$ cat src/rtl/id_operand_unit.sv
// id_operand_unit
//   ID-stage operand supplier for the 5-stage MIPS core. It holds the
//   architectural register file and resolves the rs/rt operands. Forwarding
//   priority is EX > IO > WB write-through > storage. It raises a load-use
//   interlock stall when a needed result is not yet available, and it counts
//   stalled cycles in a saturating counter.
//
// Ports
//   clock, reset            core clock; synchronous active-high reset
//   id_valid                ID holds a valid instruction
//   rs_used, rt_used        instruction reads rs / rt
//   rs_address, rt_address  source register indices
//   rs_data, rt_data        resolved operands (don't-care while stalled)
//   operand_stall           ID must not go
//   ex_bp_*                 EX back-pass: destination (0 = none), data, ready
//   io_bp_*                 IO back-pass: destination (0 = none), data, ready
//   wb_write_*              WB register-file write port
//   stall_count             saturating count of stalled cycles
module id_operand_unit #(
  parameter int unsigned DATA_WIDTH          = 32,
  parameter int unsigned ADDRESS_WIDTH       = 5,
  parameter int unsigned STALL_COUNTER_WIDTH = 32
) (
  input  logic                           clock,
  input  logic                           reset,
  input  logic                           id_valid,
  input  logic                           rs_used,
  input  logic                           rt_used,
  input  logic [ADDRESS_WIDTH-1:0]       rs_address,
  input  logic [ADDRESS_WIDTH-1:0]       rt_address,
  output logic [DATA_WIDTH-1:0]          rs_data,
  output logic [DATA_WIDTH-1:0]          rt_data,
  output logic                           operand_stall,
  input  logic [ADDRESS_WIDTH-1:0]       ex_bp_write_register,
  input  logic [DATA_WIDTH-1:0]          ex_bp_write_data,
  input  logic                           ex_bp_data_ready,
  input  logic [ADDRESS_WIDTH-1:0]       io_bp_write_register,
  input  logic [DATA_WIDTH-1:0]          io_bp_write_data,
  input  logic                           io_bp_data_ready,
  input  logic                           wb_write_enabled,
  input  logic [ADDRESS_WIDTH-1:0]       wb_write_address,
  input  logic [DATA_WIDTH-1:0]          wb_write_data,
  output logic [STALL_COUNTER_WIDTH-1:0] stall_count
);

  localparam int unsigned REGISTER_COUNT = 2 ** ADDRESS_WIDTH;

  logic [DATA_WIDTH-1:0] registers [REGISTER_COUNT];
  logic                  rs_hazard;
  logic                  rt_hazard;

  // Register file. Entry 0 is held at zero and is never written.
  always_ff @(posedge clock) begin
    if (reset) begin
      for (int unsigned i = 0; i < REGISTER_COUNT; i++) begin
        registers[i] <= '0;
      end
    end else if (wb_write_enabled && (wb_write_address != '0)) begin
      registers[wb_write_address] <= wb_write_data;
    end
  end

  // Back-pass address 0 means "no write", so it never matches. Address 0 is
  // handled before the matches.
  function automatic logic [DATA_WIDTH-1:0] resolve(input logic [ADDRESS_WIDTH-1:0] address);
    if (address == '0)
      return '0;
    else if (address == ex_bp_write_register)
      return ex_bp_write_data;
    else if (address == io_bp_write_register)
      return io_bp_write_data;
    else if (wb_write_enabled && (address == wb_write_address))
      return wb_write_data;
    else
      return registers[address];
  endfunction

  // The youngest matching producer decides. A ready EX match hides any
  // not-ready IO match on the same register.
  function automatic logic hazard(input logic used, input logic [ADDRESS_WIDTH-1:0] address);
    logic result;
    result = 1'b0;
    if (id_valid && used && (address != '0)) begin
      if (address == ex_bp_write_register)
        result = !ex_bp_data_ready;
      else if (address == io_bp_write_register)
        result = !io_bp_data_ready;
    end
    return result;
  endfunction

  always_comb begin
    rs_data       = resolve(rs_address);
    rt_data       = resolve(rt_address);
    rs_hazard     = hazard(rs_used, rs_address);
    rt_hazard     = hazard(rt_used, rt_address);
    operand_stall = rs_hazard | rt_hazard;
  end

  always_ff @(posedge clock) begin
    if (reset)
      stall_count <= '0;
    else if (operand_stall && (stall_count != '1))
      stall_count <= stall_count + 1'b1;
  end

endmodule

$ cat config.mk
export PLATFORM = sky130hd
export DESIGN_NAME = id_operand_unit
export DESIGN_NICKNAME = d
export VERILOG_FILES = /design/src/rtl/id_operand_unit.sv
export SDC_FILE = /design/constraint.sdc
export NUM_CORES = 2
export LEC_CHECK = 0
export BUFFER_PORTS_ARGS = -buffer_cell sky130_fd_sc_hd__clkbuf_2
export CORE_ASPECT_RATIO = 0.8
export CORE_MARGIN = 2
export CORE_UTILIZATION = 45
export DETAILED_ROUTE_END_ITERATION = 8
export SLEW_MARGIN = 10
export SYNTH_ARGS = -nofsm -noshare
export SYNTH_HDL_FRONTEND = slang
export SYNTH_SLANG_ARGS = --single-unit
$ cat constraint.sdc
create_clock -name clock -period 6.05 [get_ports clock]
set_clock_uncertainty 0.2 [all_clocks]
set_input_delay 0.3025 -clock clock [delete_from_list [all_inputs] [get_ports clock]]
set_output_delay 0.3025 -clock clock [all_outputs]
set_load 0.05 [all_outputs]
# Word level (Yosys, flattened, before mapping)

Memory sizes are Yosys's and may differ from the RTL's.
Index checks and enable logic that the tools add are counted.

Register bits after elaboration: 32
RAM bits: 1024
Bits of input ports: 129
Output and inout port bits: 97
Memories: 1

Memories:

| name      | words | bits a word | rd ports | clocked after memory_dff | write ports | line | RTL |
|---|---|---|---|---|---|---|---|
| registers | 32    | 32          | 2        | 0                        | 32          | 48   | `logic [DATA_WIDTH-1:0] registers [REGISTER_COUNT];` |

Add/sub/neg operators: 1
Eq/ne operators: 7
Mux-type cells: 22
Bitwise gates (word level): 1
Reduce and logical (&&, ||, !) cells: 16

Operator list:

| cell                                           | count |
|---|---|
| two-way mux 32 bit                             | 9 |
| adder 32 x 1 -> 32 bit (second input constant) | 1 |
| != test 32 bit (second input constant)         | 1 |
| OR reduction 32 bit                            | 1 |
| == test 5 bit                                  | 6 |
| nonzero test 5 bit                             | 3 |
| two-way mux 1 bit                              | 12 |
| logical NOT 5 bit                              | 2 |
| logical AND 1 bit                              | 8 |
| two-way mux 5 bit                              | 1 |
| logical NOT 1 bit                              | 2 |
| OR 1 bit                                       | 1 |

# Longest topological paths before layout

Depth in word-level cells: 7
Depth in mapped cells: 12
Mapped depth without buffers: 8

# Worst setup path after synthesis

OpenSTA, ideal clock, no wires.

Kind: input -> output
Start: input rt_address[1]
End: output rt_data[10]
Arrival: 2.776 ns
Required time: 5.548 ns
Slack: 2.771 ns
Cell stages on the path: 9
Path buffers: 5
Cell sequence: buf_2 -> buf_4 -> buf_4 -> buf_2 -> clkbuf_1 -> mux4_2 -> a211oi_1 -> a211o_1 -> a21oi_1

Word-level cells in the longest chain between the ends: 6
Elaborated cells on any way between the ends: 10

RTL lines:

| what                                                         | line | RTL |
|---|---|---|
| start, declared                                              | 30   | `input logic [ADDRESS_WIDTH-1:0] rt_address,` |
| branches (longest 5 deep; another with memory (32 x 32 bit)) | --   |  |
| two-way mux 32 bit (*)                                       | 66   | `if (address == '0)` |
| end, declared                                                | 32   | `output logic [DATA_WIDTH-1:0] rt_data,` |

Every way passes the cells marked *.

# Worst setup path after layout

Start: input rs_address[0]
End: output rs_data[10]

Word-level cells in the longest chain between the ends: 6
Elaborated cells on any way between the ends: 10

RTL lines:

| what                                                         | line | RTL |
|---|---|---|
| start, declared                                              | 29   | `input logic [ADDRESS_WIDTH-1:0] rs_address,` |
| branches (longest 5 deep; another with memory (32 x 32 bit)) | --   |  |
| two-way mux 32 bit (*)                                       | 66   |  |
| end, declared                                                | 31   | `output logic [DATA_WIDTH-1:0] rs_data,` |

Marked as above.

==> flow_metrics.env <==
export IMPL_synth_warnings=0
export IMPL_ios=226
export IMPL_postSynthAreaPerCell_um2=13.8
export IMPL_slew_violations=0
export IMPL_grt_max_degree=80
export IMPL_crit_arrival_ps=3950
export IMPL_rows=117
export IMPL_area_growth_pct=11.5
export IMPL_layout_commonest_cell="edfxtp_1"
export IMPL_synthDistinctLibCells=54
export IMPL_cp_data_required_time_ps=5550
export IMPL_dr_total_vias=39496
export IMPL_fin_crit_ps=4450
export IMPL_holdBufCountCts=2
export IMPL_max_slew_margin_pct=19.9
export IMPL_synthCells=4197
export IMPL_crit_path_start="rs_address[0]"
export IMPL_worst_pin_slew_ps=1200
export IMPL_hp_class="input pin to flop"
export IMPL_cts_clk_slew_worst_paths_ps=60
export IMPL_cts_buffer_depth=3
export IMPL_core_mm2=0.128
export IMPL_critPathKind="input pin to primary output"
export IMPL_worstReg2RegEnd="stall_count[23]"
export IMPL_ant_nets=0
export IMPL_drtIter0Drc=5493
export IMPL_drc_errors=0
export IMPL_r2r_start="stall_count[3]"
export IMPL_grt_first_pass_wirelength_um=291000
export IMPL_syn_cell_area_mm2=0.0581
export IMPL_synth_edff_count=1024
export IMPL_viasPerCell=6.50
export IMPL_crit_path_top_delay_cell="buf_4"
export IMPL_clock_sinks=1056
export IMPL_dp_hpwl_um=127000
export IMPL_setup_tns_ps=0
export IMPL_drt_total_wl_um=206000
export IMPL_hold_slack_ps=52.5
export IMPL_place_gp_congestion=0.960
export IMPL_fin_ws_ps=1600
export IMPL_pwr_density_cell_mw_per_mm2=281
export IMPL_wire_per_inst_um=33.8
export IMPL_critPathCaptureType="primary output"
export IMPL_cp_start_kind="input pin"
export IMPL_max_freq_mhz=225
export IMPL_max_stage_delay_ps=680
export IMPL_status="finished clean"
export IMPL_drt_pass1_iter_count=7
export IMPL_cts_buffers=110
export IMPL_ys_async_sr_fraction_pct=0
export IMPL_final_nets=4378
export IMPL_cts_resized=0
export IMPL_final_cells=6075
export IMPL_rsz0062_at_grt="no"
export IMPL_synth_ff_type="edfxtp_1"
export IMPL_placedCellCount=5859
export IMPL_layout_drive_gt1_share_pct=25.7
export IMPL_setup_violations=0
export IMPL_overflow=0
export IMPL_die_height_um=325
export IMPL_die_area_mm2=0.132
export IMPL_insertion_delay_ps=730
export IMPL_synth_seq_cells=1056
export IMPL_cts_root_buf="clkbuf_16"
export IMPL_die_w_um=406
export IMPL_post_cts_setup_buffers=0
export IMPL_peakVddDrop_v=0.000257
export IMPL_grtUsageTotal_pct=30.9
export IMPL_cp_max_fo=56
export IMPL_p_leak_nw=22.9
export IMPL_antenna_found_initial=17
export IMPL_rrSetupSlack_ps=3190
export IMPL_h_tree_depth=3
export IMPL_synth_seq_area_share_pct=54.1
export IMPL_initial_core_util_pct=45.5
export IMPL_numPortBuffers=225
export IMPL_period_share_pct=73.6
export IMPL_place_ws_ps=1560
export IMPL_worstRegToRegCells=7
export IMPL_worstSetupEndpoint="rs_data[10]"
export IMPL_tritoncts="yes"
export IMPL_max_cap_viol_count=0
export IMPL_finalHoldViolations=0
export IMPL_grt_pass1_vias=38976
export IMPL_worstPathCellList="buf_8 -> buf_4 -> mux4_2 -> mux2_2 -> a22o_1 -> nor3_1 -> a21oi_1 -> a221o_1 -> clkbuf_2"
export IMPL_final_cell_mix="edfxtp_1 (1,024), and2_1 (993), mux4_2 (384)"
-- through the flow --
| step | utilization, % | power [mW] | area, um^2 |
|---|---|---|---|
| 5_1_grt | 50.7 | 18.7 | 64700 |
| 4_1_cts | 50.7 | 18.2 | 64700 |
| 6_report | 50.7 | 18.2 | 64700 |
| 3_3_place_gp | 47.9 | 11.4 | 61100 |
| 2_1_floorplan | - | 10.4 | 58200 |
| 3_5_place_dp | 47.9 | 11.4 | 61100 |
-- worst min path at each step --
stage                      startpoint                end  slack [ps]  cells after the start
CTS                 wb_write_data[18]  registers[23][18]           5                      3
global route        wb_write_data[18]  registers[31][18]          30                      3
global placement      stall_count[22]    stall_count[22]         290                      2
detailed placement     stall_count[5]     stall_count[5]         300                      2
floorplan           wb_write_data[31]   registers[1][31]         300                      1
finish              wb_write_data[17]   registers[6][17]          50                      3
-- kinds of logic (layout without fill, tap and decap cells) --
logic type,Yosys count,after routing,synth area share (%)
xor gates and xnor gates,30,30,0.453
buffers and inverters,456,571,3.13
AOI/OAI and AO/OA,518,518,6.47
DFF,1056,1056,54.1
other,1,39,0.00646
muxes,785,785,22.1
adders and majority gates,1,1,0.0215
and+or+nand+nor,1350,1350,13.7
-- layer usage --
metal  track usage [%]  wire length [um]  share of wire (%)  vias to the layer above
met5                 0                11             0.0053                        -
met4              10.4              7750                3.8                        2
met3              8.41             22600                 11                      421
met2              46.3             91100                 44                     2491
met1              43.6             84200                 41                    20376
li1                  -                 -                  -                    16206
-- flip-flops by register name (all words and copies together), names as in the netlist --
register / cells
stall_count: 32
registers: 1024
-- Yosys cell counts (18+ instances only) --
| cell | n | area [um^2] |
|---|---|---|
| nor2b_1 | 20 | 125 |
| o21ai_0 | 32 | 160 |
| nor3_1 | 43 | 215 |
| o22ai_1 | 64 | 400 |
| a221o_1 | 32 | 320 |
| dfxtp_1 | 32 | 641 |
| nand3_1 | 18 | 90.1 |
| a22oi_1 | 32 | 240 |
| edfxtp_1 | 1024 | 30700 |
| o221ai_1 | 64 | 561 |
| mux2_2 | 128 | 1440 |
| nor2_1 | 96 | 360 |
| a211oi_1 | 32 | 240 |
| a221oi_1 | 64 | 561 |
| a211o_1 | 36 | 315 |
| mux4_2 | 384 | 8650 |
| a21oi_1 | 114 | 571 |
| a22o_1 | 28 | 245 |
| nand2_1 | 82 | 308 |
| mux2i_1 | 257 | 2570 |
| and2_1 | 994 | 6220 |
| or2_2 | 31 | 194 |
| buf_2 | 77 | 385 |
| clkbuf_1 | 356 | 1340 |
-- area by class of cell --
class                   instances  area (um^2)
inverters                       5         18.8
clock buffers                 125         2870
diodes                          7         17.5
well taps                    1725         2160
fillers                     10943        62900
multi-input cells            2716        25300
clock inverters                82          711
flip-flops and latches       1056        31400
repair buffers                359         2310
-- where the power goes --
group	internal [mW]	switching (mW)	total, mW
clock	3.90	3.03	6.93
sequential	8.41	0.200	8.61
combinational	0.945	1.73	2.68
total	13.3	4.96	18.2
-- critical path: cells and delay by family --
kind | cells | cell delay [ps]
buffers and inverters | 3 | 1470
AND/OR/NAND/NOR | 1 | 390
multiplexers | 2 | 860
AO/OA/AOI/OAI | 3 | 880
Power figures use the tool's default switching activity.
